`config.mk`:
```
export PLATFORM = sky130hd
export DESIGN_NAME = pc_seq
export DESIGN_NICKNAME = d
export VERILOG_FILES = /design/src/rtl/pc_seq_pkg.sv /design/src/rtl/pc_ras.sv /design/src/rtl/pc_seq.sv
export SDC_FILE = /design/constraint.sdc
export NUM_CORES = 1
export LEC_CHECK = 0
export ABC_AREA = 1
export ABC_CLOCK_PERIOD_IN_PS = 2300
export CORE_UTILIZATION = 28
export CTS_CLUSTER_DIAMETER = 50
export CTS_CLUSTER_SIZE = 28
export DETAILED_ROUTE_END_ITERATION = 7
export PLACE_DENSITY = 0.56
export REMOVE_ABC_BUFFERS = 1
export SETUP_SLACK_MARGIN = 0.2
export SYNTH_ARGS = -nofsm -noshare
export SYNTH_HDL_FRONTEND = slang
export SYNTH_HIERARCHICAL = 1
export SYNTH_SLANG_ARGS = --single-unit
export TNS_END_PERCENT = 30
```
`constraint.sdc`:
```
create_clock -name clock_i -period 2.3 [get_ports clock_i]
set_input_delay 0.46 -clock clock_i [delete_from_list [all_inputs] [get_ports clock_i]]
set_output_delay 0.46 -clock clock_i [all_outputs]
set_load 0.005 [all_outputs]
```
`src/rtl/pc_seq_pkg.sv`:
```
// Shared branch-control encodings for the program-counter sequencer.
package pc_seq_pkg;

    localparam int unsigned BRA_W = 3;

    localparam logic [BRA_W-1:0] BRA_NEXT  = 3'd0;
    localparam logic [BRA_W-1:0] BRA_IRQ   = 3'd1;
    localparam logic [BRA_W-1:0] BRA_JMPI  = 3'd2;
    localparam logic [BRA_W-1:0] BRA_JMPR  = 3'd3;
    localparam logic [BRA_W-1:0] BRA_CALLI = 3'd4;
    localparam logic [BRA_W-1:0] BRA_CALLR = 3'd5;
    localparam logic [BRA_W-1:0] BRA_RET   = 3'd6;

endpackage

```
`src/rtl/pc_ras.sv`:
```
// Circular return-address stack: a push when full overwrites the oldest entry.
// Top of stack is kept in its own register so it is a clean flop output.
module pc_ras #(
    parameter int unsigned WIDTH = 9,
    parameter int unsigned DEPTH = 4,
    parameter int unsigned AW    = 2
) (
    input  logic             clk_i,
    input  logic             rst_i,
    input  logic             push_i,
    input  logic             pop_i,
    input  logic [WIDTH-1:0] data_i,
    output logic [WIDTH-1:0] top_o,
    output logic [AW:0]      depth_o,
    output logic             full_o,
    output logic             empty_o
);

    localparam logic [AW:0] FULL_CNT = (AW+1)'(DEPTH);

    logic [WIDTH-1:0] mem_q [DEPTH];
    logic [AW-1:0]    sp_q, sp_d;
    logic [AW:0]      cnt_q, cnt_d;
    logic [WIDTH-1:0] top_q, top_d;
    logic [AW-1:0]    below_top;

    // sp_q points at the next free slot, so the entry under the top sits two back.
    assign below_top = sp_q - AW'(2);
    assign full_o    = (cnt_q == FULL_CNT);
    assign empty_o   = (cnt_q == '0);
    assign top_o     = top_q;
    assign depth_o   = cnt_q;

    always_comb begin
        sp_d  = sp_q;
        cnt_d = cnt_q;
        top_d = top_q;
        if (push_i) begin
            sp_d  = sp_q + AW'(1);
            cnt_d = full_o ? cnt_q : cnt_q + (AW+1)'(1);
            top_d = data_i;
        end else if (pop_i) begin
            sp_d  = sp_q - AW'(1);
            cnt_d = cnt_q - (AW+1)'(1);
            top_d = (cnt_q > (AW+1)'(1)) ? mem_q[below_top] : '0;
        end
    end

    always_ff @(posedge clk_i or posedge rst_i) begin
        if (rst_i) begin
            sp_q  <= '0;
            cnt_q <= '0;
            top_q <= '0;
        end else begin
            sp_q  <= sp_d;
            cnt_q <= cnt_d;
            top_q <= top_d;
        end
    end

    always_ff @(posedge clk_i) begin
        if (push_i) mem_q[sp_q] <= data_i;
    end

endmodule

```
`src/rtl/pc_seq.sv`:
```
// Program-counter sequencer with call/return stack and sticky stack-error flags.
// Define PC_SEQ_IRQ_PUSH_EN to have IRQ push the interrupted pc onto the stack.
module pc_seq
    import pc_seq_pkg::*;
#(
    parameter int unsigned     PCW       = 9,
    parameter logic [PCW-1:0]  RESET_PC  = PCW'(1),
    parameter logic [PCW-1:0]  IRQ_VEC   = PCW'(0),
    parameter int unsigned     RAS_DEPTH = 4,
    parameter int unsigned     RAS_AW    = 2
) (
    input  logic             clock_i,
    input  logic             reset_i,
    input  logic             gate_ni,
    input  logic [BRA_W-1:0] bra_ctl_i,
    input  logic [PCW-1:0]   immed_i,
    input  logic [PCW-1:0]   reg_i,
    input  logic             clr_i,
    output logic [PCW-1:0]   pc_o,
    output logic [PCW-1:0]   ret_o,
    output logic [RAS_AW:0]  depth_o,
    output logic             ovf_o,
    output logic             unf_o
);

    logic [PCW-1:0] pc_q, pc_d, pc_next;
    logic           ovf_q, ovf_d, unf_q, unf_d;
    logic           push, pop, unf_set, ras_full, ras_empty;
    logic [PCW-1:0] push_data, ras_top;

    assign pc_next = pc_q + PCW'(1);

    always_comb begin
        pc_d      = pc_q;
        push      = 1'b0;
        pop       = 1'b0;
        push_data = pc_next;
        unf_set   = 1'b0;
        if (gate_ni) begin
            case (bra_ctl_i)
                BRA_IRQ: begin
                    pc_d = IRQ_VEC;
`ifdef PC_SEQ_IRQ_PUSH_EN
                    push      = 1'b1;
                    push_data = pc_q;
`endif
                end
                BRA_JMPI:  pc_d = immed_i;
                BRA_JMPR:  pc_d = reg_i;
                BRA_CALLI: begin
                    pc_d = immed_i;
                    push = 1'b1;
                end
                BRA_CALLR: begin
                    pc_d = reg_i;
                    push = 1'b1;
                end
                BRA_RET: begin
                    if (ras_empty) begin
                        pc_d    = pc_next;
                        unf_set = 1'b1;
                    end else begin
                        pc_d = ras_top;
                        pop  = 1'b1;
                    end
                end
                default: pc_d = pc_next;
            endcase
        end
    end

    // Set takes priority over clear; clear is honoured even while stalled.
    always_comb begin
        ovf_d = (push && ras_full) ? 1'b1 : (clr_i ? 1'b0 : ovf_q);
        unf_d = unf_set            ? 1'b1 : (clr_i ? 1'b0 : unf_q);
    end

    always_ff @(posedge clock_i or posedge reset_i) begin
        if (reset_i) begin
            pc_q  <= RESET_PC;
            ovf_q <= 1'b0;
            unf_q <= 1'b0;
        end else begin
            pc_q  <= pc_d;
            ovf_q <= ovf_d;
            unf_q <= unf_d;
        end
    end

    pc_ras #(
        .WIDTH (PCW),
        .DEPTH (RAS_DEPTH),
        .AW    (RAS_AW)
    ) u_ras (
        .clk_i   (clock_i),
        .rst_i   (reset_i),
        .push_i  (push),
        .pop_i   (pop),
        .data_i  (push_data),
        .top_o   (ras_top),
        .depth_o (depth_o),
        .full_o  (ras_full),
        .empty_o (ras_empty)
    );

    assign pc_o  = pc_q;
    assign ret_o = ras_top;
    assign ovf_o = ovf_q;
    assign unf_o = unf_q;

endmodule

```
# --- Word-level counts from Yosys, hierarchy flattened ---
# Memories as Yosys holds them, arrays and structs flattened.
# Cells that the tools add are included.
word_totals:
  ff_bits: 25
  ramBits: 36
  input_bits: 25
  output_inout_bits: 23
  word_cells: 54
  mem_count: 1
memory_table:
  columns: ["name", "words", "width", "read_ports", "rd_ports_with_merged_regs", "write_ports", "line", "rtl"]
  rows:
  - ["u_ras.mem_q", 4, 9, 1, 0, 1, "pc_ras.sv:21", "logic [WIDTH-1:0] mem_q [DEPTH];"]
op_classes:
  add_sub_neg: 6
  order_cmp: 1
  n_eq_ne: 8
  n_mux: 23
  n_reduce_logical: 9
op_table:
  columns: ["cell", "count"]
  rows:
  - ["$mux W9", 4]
  - ["$pmux W9 S4", 1]
  - ["$mux W1", 13]
  - ["$eq A3 B3 Y1 const B", 4]
  - ["$add A9 B1 Y9 const B", 1]
  - ["$mux W3", 3]
  - ["$eq A3 B2 Y1 const B", 2]
  - ["$reduce_bool A2 Y1", 3]
  - ["$reduce_or A2 Y1", 3]
  - ["$mux W2", 2]
  - ["$add A3 B1 Y3 const B", 1]
  - ["$eq A3 B1 Y1 const B", 1]
  - ["$gt A3 B1 Y1 const B", 1]
  - ["$logic_not A3 Y1", 1]
  - ["$sub A3 B1 Y3 const B", 1]
  - ["$add A2 B1 Y2 const B", 1]
  - ["$ne A2 B2 Y1 const B", 1]
  - ["$reduce_and A2 Y1", 1]
  - ["$sub A2 B1 Y2 const B", 1]
  - ["$sub A2 B2 Y2 const B", 1]
  - ["$logic_and A1 B1 Y1", 1]

# --- Longest topological paths before layout ---
logic_depth:
  word_depth: 6
  mapped_depth: 13
  ltp_nobuf: 13

# --- By module ---
# Netlist, hierarchy kept.
modules_own_cells:
  columns: ["mod", "instances", "cells_each", "area_per_inst_um2", "seq_area_each_um2"]
  rows:
  - ["pc_ras", 1, 214, 2225.9, 1431.4]
  - ["pc_seq", 1, 167, 957.2, 276.5]

# --- Least setup slack after synthesis ---
# Ideal clock, no wire load.
synth_path:
  kind: "input port to flip-flop"
  start: "input gate_ni"
  end: "memory u_ras.mem_q[3][0] (enable)"
  setup_ps: 387
  arrival_ps: 1735
  required_ps: 1913
  setup_slack_ps: 179
  stages: 5
  n_path_buf: 1
  cell_sequence: "inv_1 > nor3_1 > buf_6 > inv_4 > nor3_1"
synth_via:
  elab_chain_len: 3
synth_lines:
  columns: ["element", "line", "rtl"]
  rows:
  - ["start: declaration", "pc_seq.sv:14", "input logic gate_ni,"]
  - ["$mux W1", "pc_seq.sv:39", "if (gate_ni) begin"]
  - ["named net push", "pc_seq.sv:28", "logic push, pop, unf_set, ras_full, ras_empty;"]
  - ["$mux W1", "pc_ras.sv:62", "if (push_i) mem_q[sp_q] <= data_i;"]
  - ["$mux W1 (not written as such)", "pc_ras.sv:62", null]
  - ["end: declaration", "pc_ras.sv:21", null]
# The timed path passes the listed nets, and every way through them passes these cells.

# --- Worst setup path after layout ---
layout_path:
  start: "register pc_q[0] (netlist: pc_o[0])"
  end: "output pc_o[0]"
layout_rtl:
  columns: ["element", "line", "rtl"]
  rows:
  - ["start: declaration", "pc_seq.sv:26", "logic [PCW-1:0] pc_q, pc_d, pc_next;"]
  - ["start signal: assignment", "pc_seq.sv:84", "pc_q <= pc_d;"]
  - ["end: declaration", "pc_seq.sv:19", "output logic [PCW-1:0] pc_o,"]
# No word-level cell between the ends.

==> results.yml <==
run_status:
  result_of_the_run: "complete, no violations"
detailed_routing:
  route.top_layer_used: "met4"
  drt-met1-wl_mm: 3.58
  drt.antenna.violating_nets: 0
  length_of_routed_met3_wiring_um: 381
  detailroute.via_count: 2605
  routed_wire_length_per_instance_um: 13.3
  met2_wirelength_mm: 3.79
  postRouteWirelength_mm: 7.84
  drt_first_iter_violations: 155
  drt_first_pass_iters: 4
  detail_route.vias_per_cell: 4.42
  drt_drc: 0
yosys:
  mappedNetlistArea_um2: 3180
  mapped_avg_cell_area_um2: 8.35
  yosysWarningCount: 6
  ys_top_cells_by_count: "184 x sky130_fd_sc_hd__nand2_1, 36 x sky130_fd_sc_hd__edfxtp_1, 31 x sky130_fd_sc_hd__nor2_1, 29 x sky130_fd_sc_hd__inv_1, 24 x sky130_fd_sc_hd__dfrtp_1"
  ys_dominant_reg_cell: "sky130_fd_sc_hd__edfxtp_1"
  synth.ff_latch_count: 61
  gate_count_of_the_mapped_netlist: 381
  synth.yosys.seq_area_share_pct: 53.7
  synth_top_area_cell: "sky130_fd_sc_hd__edfxtp_1"
  number_of_distinct_library_cell_variants_in_the_gate_level_netlist_after_synthesis: 29
  netlist_top_cells_area: "sky130_fd_sc_hd__edfxtp_1 34%, sky130_fd_sc_hd__nand2_1 22%, sky130_fd_sc_hd__dfrtp_1 19%, sky130_fd_sc_hd__nor2_1 3.7%, sky130_fd_sc_hd__inv_1 3.4%"
  synth_most_common_cell: "sky130_fd_sc_hd__nand2_1"
  share_of_flip_flops_with_an_asynchronous_set_or_reset_after_synthesis_pct: 41.0
  count_of_flip_flops_with_a_built_in_enable_after_synthesis: 36
  synth.top_cell.area_share_pct: 34.0
floorplan:
  row_count: 38
  die_w_um: 109
  ios: 48
  core_area_um2: 10900
  die_area_um2: 11800
  die_height_um: 109
  initial_utilization_pct: 29.1
cts:
  clockBufferDepth: 2
  holdBufCountCts: 0
  tritoncts_clock_tree: "built"
  post_cts_resized: 0
  cts_htree_levels: 3
  post_cts.repair.setup_buffers: 0
  cts_sinks: 61
  reg_clk_slew_reported_paths_ns: 0.06
  cts_inserted_buffers: 9
  worstSkewPairLatency_ns: 0.33
  root_buffer: "sky130_fd_sc_hd__clkbuf_16"
placed_design:
  numPortBuffers: 47
  post_detailed_placement_half_perimeter_wirelength_mm: 5.81
  dp.cells: 573
  finalWeightedCongestion: 0.828
critical_path:
  r2r_start: "u_ras/depth_o[0]"
  cp.required_ns: 1.84
  worst-path-max-fanout: 6
  path_class: "flip-flop to output port"
  worstPathCellList: "clkdlybuf4s50_1"
  crit-reg2reg-capture: "u_ras/depth_o[2]"
  rrSetupSlack_ns: 0.44
  path_delay_family: "flip-flops"
  worstSetupEndpointType: "output port"
  data_arrival_critical_path_ns: 1.43
  critPathBufInv: 1
  cpPeakStageDelay_ns: 0.58
  worst_r2r_path_depth: 12
  cp_slowest_cell: "sky130_fd_sc_hd__dfstp_2"
  setup.worst_path.start_class: "flip-flop"
finish:
  area_growth_pct: 30.9
  fill_cells: 1097
  area.sequential_um2: 1710
  finish.cell_count_without_fillers: 589
  layout-drive-gt1-share_pct: 10.9
  area_used_by_multi_input_combinational_logic_um2: 1270
  insertedDiodeCount: 0
  final_core_util_pct: 38.1
  layout.nets: 474
sta:
  maxClockFrequency_ghz: 0.530
  grt_setup_unrepaired: "false"
  hold_viol_final: 0
  worst_clock_skew_ns: 0.0102
  post-route-period-util_pct: 82.1
  finalCriticalPeriod_ns: 1.89
  finalSetupViolations: 0
  timing.final.max_slew_violations: 0
  relSlewSlack_pct: 62.3
  timing_worst_slew_pin_value_ns: 0.564
global_route:
  vias_in_the_first_global_route: 2636
  overflow: 0
  grtUsageTotal_pct: 14.7
  grt_antenna_before_repair: 0
  grt_max_degree: 19
  first_pass_grt_wire_length_mm: 13.0
power_and_ir_drop:
  power-per-cell-area_nw_per_um2: 1040
  vdd_ir_drop_max_mv: 0.452
  static-leakage-power_uw: 0.00192
worst_hold_path:
  timing.hold.worst.class: "input port to async pin"
flow_run:
  drv.max_cap_violation_count: 0
## flip-flops by register name, summed over array words and instances, names as in the netlist
name,flops
pc_o,9
u_ras/sp_q,2
ovf_o,1
u_ras/mem_q,36
unf_o,1
u_ras/top_o,9
u_ras/depth_o,3
## area by class of cell
type / count / area share, %
sequential: 61 / 41.0
multi-input combinational: 277 / 30.6
timing repair buffer: 62 / 14.0
clock buffer: 9 / 5.41
tap: 140 / 4.20
inverter: 33 / 3.03
clock inverter: 7 / 1.77
## cells by family after synthesis
| group | synth area share [%] |
|---|---|
| buf+inv | 6.45 |
| xor+xnor | 1.38 |
| fa+ha+maj | 1.97 |
| flops | 53.7 |
| simple gates | 33.0 |
| compound gates | 3.58 |
## how the worst max path moves through the flow
stage,start,to,slack [ns],cells after the start
after detailed placement,gate_ni,u_ras/mem_q[3][2],0.16,6
after floorplan,gate_ni,u_ras/mem_q[3][0],-0.69,4
after global routing,pc_o[0],u_ras/top_o[8],0.25,8
after CTS,pc_o[0],pc_o[0],0.40,1
after global placement,gate_ni,u_ras/mem_q[3][2],0.18,6
final,pc_o[0],pc_o[0],0.41,1
## per-stage QoR
step | worst slack [ns] | power (µW) | setup TNS (ns) | area, µm² | hold WS [ns]
2_1_floorplan | -0.685 | 2350 | -18.97 | 3100 | 0.312
3_3_place_gp | 0.181 | 3030 | 0 | 3870 | 0.527
3_5_place_dp | 0.160 | 3040 | 0 | 3870 | 0.525
4_1_cts | 0.397 | 4390 | 0 | 4170 | 0.525
5_1_grt | 0.248 | 4650 | 0 | 4170 | 0.538
6_report | 0.413 | 4340 | 0 | 4170 | 0.486
## routing by layer
layer	track usage, %	up-vias
li1	-	1341
met2	25.0	59
met5	0	-
met4	5.50	0
met3	2.33	6
met1	18.7	1199
## report_power, final
part           internal [µW]  switching (µW)  total, µW
clock                    841             493       1330
sequential              1390             186       1580
combinational            594             837       1430
## cell usage in the layout, fill, tap and decap left out, types with 2 or more instances in the layout
cell,n
sky130_fd_sc_hd__a22oi_1,9
sky130_fd_sc_hd__buf_4,15
sky130_fd_sc_hd__clkbuf_16,9
sky130_fd_sc_hd__clkdlybuf4s50_1,47
sky130_fd_sc_hd__clkinv_2,2
sky130_fd_sc_hd__clkinv_4,2
sky130_fd_sc_hd__dfrtp_1,24
sky130_fd_sc_hd__edfxtp_1,36
sky130_fd_sc_hd__ha_1,5
sky130_fd_sc_hd__inv_1,29
sky130_fd_sc_hd__inv_2,3
sky130_fd_sc_hd__nand2_1,184
sky130_fd_sc_hd__nand2_2,4
sky130_fd_sc_hd__nand2_4,3
sky130_fd_sc_hd__nand3_1,11
sky130_fd_sc_hd__nand3b_1,2
sky130_fd_sc_hd__nand4_1,8
sky130_fd_sc_hd__nor2_1,31
sky130_fd_sc_hd__nor2_2,2
sky130_fd_sc_hd__nor3_1,3
sky130_fd_sc_hd__o21ai_0,3
sky130_fd_sc_hd__xnor2_1,2
sky130_fd_sc_hd__xor2_1,3
## worst register-to-register path: stages, from the launching register on
cell and delay, ns:
sky130_fd_sc_hd__dfrtp_1 0.45, sky130_fd_sc_hd__inv_1 0.12, sky130_fd_sc_hd__ha_1 0.22, sky130_fd_sc_hd__inv_1 0.05, sky130_fd_sc_hd__nor2_1 0.05, sky130_fd_sc_hd__inv_1 0.08, sky130_fd_sc_hd__nand2_1 0.07, sky130_fd_sc_hd__nor2_1 0.29
sky130_fd_sc_hd__nand2_4 0.14, sky130_fd_sc_hd__nand2_4 0.11, sky130_fd_sc_hd__nand3_1 0.07, sky130_fd_sc_hd__nand2_1 0.07, sky130_fd_sc_hd__inv_1 0.03
(Power assumes the default switching activity.)
